[src/rtl/seq_bit_serializer.sv]
// rtl/seq_bit_serializer.sv - WIDTH-bit word to MSB-first serial bit stream, valid/ready input.
// Optional build macro SER_PARITY_EN appends one even-parity bit per frame.
module seq_bit_serializer #(
  parameter int   WIDTH    = 8,
  parameter logic IDLE_BIT = 1'b0
) (
  input  logic             clk,
  input  logic             rst_n,
  input  logic             s_valid,
  input  logic [WIDTH-1:0] s_data,
  output logic             s_ready,
  output logic             bit_out,
  output logic             bit_valid,
  output logic             busy,
  output logic             frame_done
);

`ifdef SER_PARITY_EN
  localparam int FLEN = WIDTH + 1;
`else
  localparam int FLEN = WIDTH;
`endif
  localparam int CW = $clog2(FLEN + 1);

  typedef enum logic [1:0] {
    IDLE,
    SHIFT
`ifdef SER_PARITY_EN
    , PAR
`endif
  } state_t;

  state_t           state_q, state_d;
  logic [CW-1:0]    cnt_q, cnt_d;
  logic [WIDTH-2:0] sreg_q, sreg_d;
  logic             bo_q, bo_d;
  logic             bv_q, bv_d;
  logic             fd_q, fd_d;
  logic             last_bit;
  logic             accept;
`ifdef SER_PARITY_EN
  logic             par_q, par_d;
`endif

  // cnt_q holds the number of frame bits left, including the one now on bit_out
  assign last_bit   = (state_q != IDLE) && (cnt_q == CW'(1));
  assign s_ready    = rst_n && ((state_q == IDLE) || last_bit);
  assign accept     = s_valid && s_ready;
  assign bit_out    = bo_q;
  assign bit_valid  = bv_q;
  assign busy       = bv_q;
  assign frame_done = fd_q;

  always_comb begin
    state_d = state_q;
    cnt_d   = cnt_q;
    sreg_d  = sreg_q;
    bo_d    = bo_q;
    bv_d    = bv_q;
    fd_d    = 1'b0;
`ifdef SER_PARITY_EN
    par_d   = par_q;
`endif
    if ((state_q == IDLE) || last_bit) begin
      if (accept) begin
        state_d = SHIFT;
        cnt_d   = CW'(FLEN);
        sreg_d  = s_data[WIDTH-2:0];
        bo_d    = s_data[WIDTH-1];
        bv_d    = 1'b1;
`ifdef SER_PARITY_EN
        par_d   = ^s_data;
`endif
      end else begin
        state_d = IDLE;
        cnt_d   = '0;
        bo_d    = IDLE_BIT;
        bv_d    = 1'b0;
      end
    end else begin
      cnt_d  = cnt_q - CW'(1);
      sreg_d = sreg_q << 1;
      bv_d   = 1'b1;
      fd_d   = (cnt_q == CW'(2));
`ifdef SER_PARITY_EN
      // data bit 0 is on the line: parity goes out next
      if (cnt_q == CW'(2)) begin
        state_d = PAR;
        bo_d    = par_q;
      end else begin
        bo_d    = sreg_q[WIDTH-2];
      end
`else
      bo_d = sreg_q[WIDTH-2];
`endif
    end
  end

  always_ff @(posedge clk) begin
    if (!rst_n) begin
      state_q <= IDLE;
      cnt_q   <= '0;
      sreg_q  <= '0;
      bo_q    <= IDLE_BIT;
      bv_q    <= 1'b0;
      fd_q    <= 1'b0;
`ifdef SER_PARITY_EN
      par_q   <= 1'b0;
`endif
    end else begin
      state_q <= state_d;
      cnt_q   <= cnt_d;
      sreg_q  <= sreg_d;
      bo_q    <= bo_d;
      bv_q    <= bv_d;
      fd_q    <= fd_d;
`ifdef SER_PARITY_EN
      par_q   <= par_d;
`endif
    end
  end

endmodule

[config.mk]
export PLATFORM = sky130hd
export DESIGN_NAME = seq_bit_serializer
export DESIGN_NICKNAME = d
export VERILOG_FILES = /design/src/rtl/seq_bit_serializer.sv
export SDC_FILE = /design/constraint.sdc
export NUM_CORES = 1
export LEC_CHECK = 0
export BUFFER_PORTS_ARGS = -buffer_cell sky130_fd_sc_hd__buf_4
export CAP_MARGIN = 20
export CORE_AREA = 2 2 39 41
export DETAILED_ROUTE_END_ITERATION = 7
export DIE_AREA = 0 0 41 43
export PLACE_DENSITY = 0.77
export SLEW_MARGIN = 20
export SYNTH_ARGS = -nofsm -noshare
export SYNTH_HDL_FRONTEND = slang
export SYNTH_SLANG_ARGS = --single-unit
export TNS_END_PERCENT = 50
[constraint.sdc]
create_clock -name clk -period 4 [get_ports clk]
set_input_delay 0.8 -clock clk [delete_from_list [all_inputs] [get_ports clk]]
set_output_delay 0.8 -clock clk [all_outputs]
set_load 0.005 [all_outputs]
# Word level (Yosys, flattened, before mapping)
# Cells that the tools add are included.
# word_totals
word_cells	29
input_bits	11
latchBits	0
rom_bits	0
mem_count	0
mem_bits_rw	0
register_bits	16
# op_classes
n_shift	0
mul	0
magnitude_cmp	0
eq_ne	3
bitwise	1
addsub	1
n_reduce_logical	8
mux	9
div	0
# ops
op	count
$mux 7	2
$mux 4	2
$mux 1	5
$eq 4x1->1 const B	1
$eq 4x2->1 const B	1
$sub 4x1->4 const B	1
$logic_and 1x1->1	3
$logic_not 2->1	1
$ne 2x2->1 const B	1
$reduce_and 2->1	1
$reduce_bool 2->1	1
$reduce_or 2->1	1
$logic_or 1x1->1	1
$not 1->1	1

# Logic depth before layout (Yosys ltp)
# logic_depth
depth_word	7
mapped_depth	5
ltp_nobuf	5

# Worst setup path before layout
# OpenSTA, ideal clock, no wires.
# synth_timing
path_type	input -> output
startpoint	in rst_n
endpoint	out s_ready
arrival_ns	1.356
path_buffers	1
path_stages	3
t_required_ns	3.200
slack_ns	1.844
path_cell_list	inv_1 > clkbuf_1 > nor2_1
# synth_via
elab_chain_len	1
# synth_rtl
element	line	source
start: declaration	8	input logic rst_n,
$logic_and 1x1->1	47	assign s_ready = rst_n && ((state_q == IDLE) || last_bit);
end: declaration	11	output logic s_ready,
# Every way passes these cells.

# Final worst setup path
# layout_timing
startpoint	reg cnt_q[1]
endpoint	out s_ready
# layout_via
elab_chain_len	4
# layout_rtl
element	line	source
start: declaration	34	logic [CW-1:0] cnt_q, cnt_d;
start signal: assignment	112	cnt_q <= cnt_d;
$eq 4x1->1	46	assign last_bit = (state_q != IDLE) && (cnt_q == CW'(1));
$logic_and 1x1->1	46	
$logic_or 1x1->1	47	
$logic_and 1x1->1	47	
# Every way passes these cells.

==> flow_summary.toml <==
[placed_design]
dpl-instance-area_sq_um = 802.0
place_ws_ps = 1693
hpwl_microns = 884.3
dp.cells = 93
gp_congestion = 0.7470
portBuffers = 15

[sta]
finClkSkew_ps = 1.341
finalHoldViolCount = 0
setup_tns_ps = 0
setup_slack_ps = 1559
fin_crit_ps = 2441
fmax_mhz = 409.6
slew-limit-headroom_pct = 67.58
slew_violations = 0
fin_crit_sh_pct = 61.03
tightest_slew_ps = 484.2
setup_viol = 0
rsz0062_at_grt = "false"

[cells_and_area]
fillers = 127
design_area_sq_um = 828.3
drive_gt1_share_pct = 38.27
finalNetCount = 96
area_delta_synth_final_pct = 20.80
n_antenna_cell = 0
stdcell_count = 97

[pwr]
p_sw_share_pct = 26.57
switchingPower_mw = 0.08288
ir_drop_v = 0.0001848
pwr-share-clk_pct = 27.5
p_per_area_nw_per_um2 = 376.5
p_leak_nw = 0.3476
pwr-share-seq_pct = 54.4
comb_power_share_pct = 18.1
p_int_mw = 0.2290

[synthesis]
yosys.area.top_type = "dfxtp_1"
ys_warn_count = 0
synth_cell_types = 21
synthTopCellsByArea = "dfxtp_1 44%, a211oi_2 13%, mux2i_1 10%, nor3_1 5.8%, ha_1 5.5%"
syn-cell-area_sq_um = 685.7
syn-num-nets = 79
synth.avg_cell_area_sq_um = 10.55
synth_top_area_share_pct = 43.80
seq_area_frac_synth_pct = 43.80
syn_inst = 65
synth-seq-cells = 15

[drt]
first_iter_violations = 1
met2_length_microns = 558
wl_microns = 1182
dr.max_layer_used = "met4"
drtPass1Iterations = 4
ant_nets = 0
viasPerCell = 5.216
wl_per_cell_microns = 12.19
num_vias = 506
drt-met1-wl_microns = 521
wl_met3_microns = 65
route.detailed.drc = 0

[clock_network]
cts.path.max_buffers = 2
cts.reportedPaths.clkPinSlew_ps = 80
cts-buffers-inserted = 3
cts_setup_buffers = 0
cts_resized = 0
numClockSinks = 15
clock_latency_ps = 280
root_buffer = "clkbuf_4"
cts_tree = "built"
cts_hold_buf = 0
cts_max_level = 1

[hold_path]
min_path_type = "flip-flop to flip-flop"
worstHoldPathCells = 1
holdPathEnd = "cnt_q[0]"
hp-start = "cnt_q[0]"

[grt]
track_usage_pct = 16.97
antenna_found_initial = 0
grt_overflow = 0
first_global_vias = 518
grt_first_pass_wirelength_microns = 2007
grt_max_degree = 13

[floorplanning]
fp.dieW_microns = 41
num_rows = 14
initial_core_util_pct = 49.55
pin_count = 16
die_area_sq_um = 1763
core_area_sq_um = 1384
die_h_microns = 43

[critical_path]
endpoint_kind = "output port"
ff2ff_setup_slack_ps = 2580
crit_required_ps = 3200
cp_data_arrival_time_ps = 1640
cp_max_fo = 8
reg2reg_from = "cnt_q[1]"
crit_path_start_kind = "flip-flop"
reg2reg_depth = 5
worst-setup-path-type = "flip-flop to output port"
reg2reg_to = "cnt_q[3]"

[run_status]
outcome = "finished clean"

[run]
max_cap_violations = 0
-- sequential cells by signal (all words and copies together) (netlist names) --
| register | count |
|---|---|
| sreg_q | 7 |
| state_q | 1 |
| bit_out | 1 |
| frame_done | 1 |
| cnt_q | 4 |
| bit_valid | 1 |
-- through the flow --
stage | power, mW | util [%] | hold WS [ps]
final | 0.3119 | 59.86 | 478.4
after floorplan | 0.2121 | - | 429.6
after global placement | 0.2285 | 57.96 | 448.2
after global routing | 0.3281 | 59.86 | 508.0
after CTS | 0.3144 | 59.86 | 481.3
after detailed placement | 0.2301 | 57.96 | 460.7
-- worst max-delay path, cell delays in order, from the launching register on --
cell	delay (ps)
dfxtp_1	330
inv_1	80
ha_1	150
nor3b_2	430
nor2_1	150
nor2_1	110
buf_4	120
-- synth_stat cells (all sizes together) --
cell	instances
or3b	1
o211ai	1
nor3	8
buf	2
nand3	2
nor4b	1
ha	3
a21oi	2
nor3b	1
a211oi	7
dfxtp	15
inv	4
nor2	7
mux2i	7
clkbuf	1
nand2	1
xnor2	2
-- cells by family (layout without fill, tap and decap cells) --
| group | Yosys count | after routing | synth area share [%] |
|---|---|---|---|
| AOI/OAI and AO/OA | 10 | 10 | 15.88 |
| buffers and inverters | 7 | 23 | 4.561 |
| and+or+nand+nor | 21 | 21 | 17.52 |
| adders and majority gates | 3 | 3 | 5.475 |
| DFF | 15 | 15 | 43.80 |
| muxes | 7 | 7 | 10.22 |
| xor gates and xnor gates | 2 | 2 | 2.555 |
-- final cells by class --
cell class / count / area, sq um / area share [%]
Multi-Input combinational cell: 43 / 354.1 / 42.75
Tap cell: 16 / 20.02 / 2.417
Sequential cell: 15 / 300.3 / 36.25
Timing Repair Buffer: 15 / 112.6 / 13.60
Clock buffer: 4 / 26.28 / 3.172
Inverter: 4 / 15.01 / 1.813
-- routing by layer --
layer	vias to the layer above	global-route usage (%)
li1	260	-
met1	230	18.36
met2	11	27.50
met3	5	3.141
met4	0	12.00
met5	-	0
-- cells in the final DEF (no fill, tap or decap), types with 2 or more instances in the layout --
master    synthesis  routed
ha_1              3       3
mux2i_1           7       7
nor2_1            7       7
buf_4             1      15
dfxtp_1          15      15
xnor2_1           2       2
nor3_1            8       8
clkbuf_4          0       3
inv_1             3       3
a211oi_2          7       7
-- worst max-delay path by stage --
| stage | to | startpoint | depth (start not counted) | slack (ps) |
|---|---|---|---|---|
| 3_5_place_dp | s_ready | rst_n | 4 | 1690 |
| 6_report | s_ready | cnt_q[1] | 6 | 1560 |
| 2_1_floorplan | s_ready | rst_n | 3 | 1840 |
| 4_1_cts | s_ready | cnt_q[1] | 6 | 1540 |
| 5_1_grt | s_ready | cnt_q[1] | 6 | 1350 |
| 3_3_place_gp | s_ready | rst_n | 4 | 1700 |
-- power by group through the flow --
stage / sequential, mW / clock, mW / combinational (mW)
6_report: 0.170 / 0.0856 / 0.0564
2_1_floorplan: 0.172 / 0 / 0.0406
4_1_cts: 0.170 / 0.0873 / 0.0572
5_1_grt: 0.171 / 0.0933 / 0.0638
3_3_place_gp: 0.173 / 0 / 0.0558
3_5_place_dp: 0.173 / 0 / 0.0568
No activity file was read; power rests on OpenSTA's default activity.
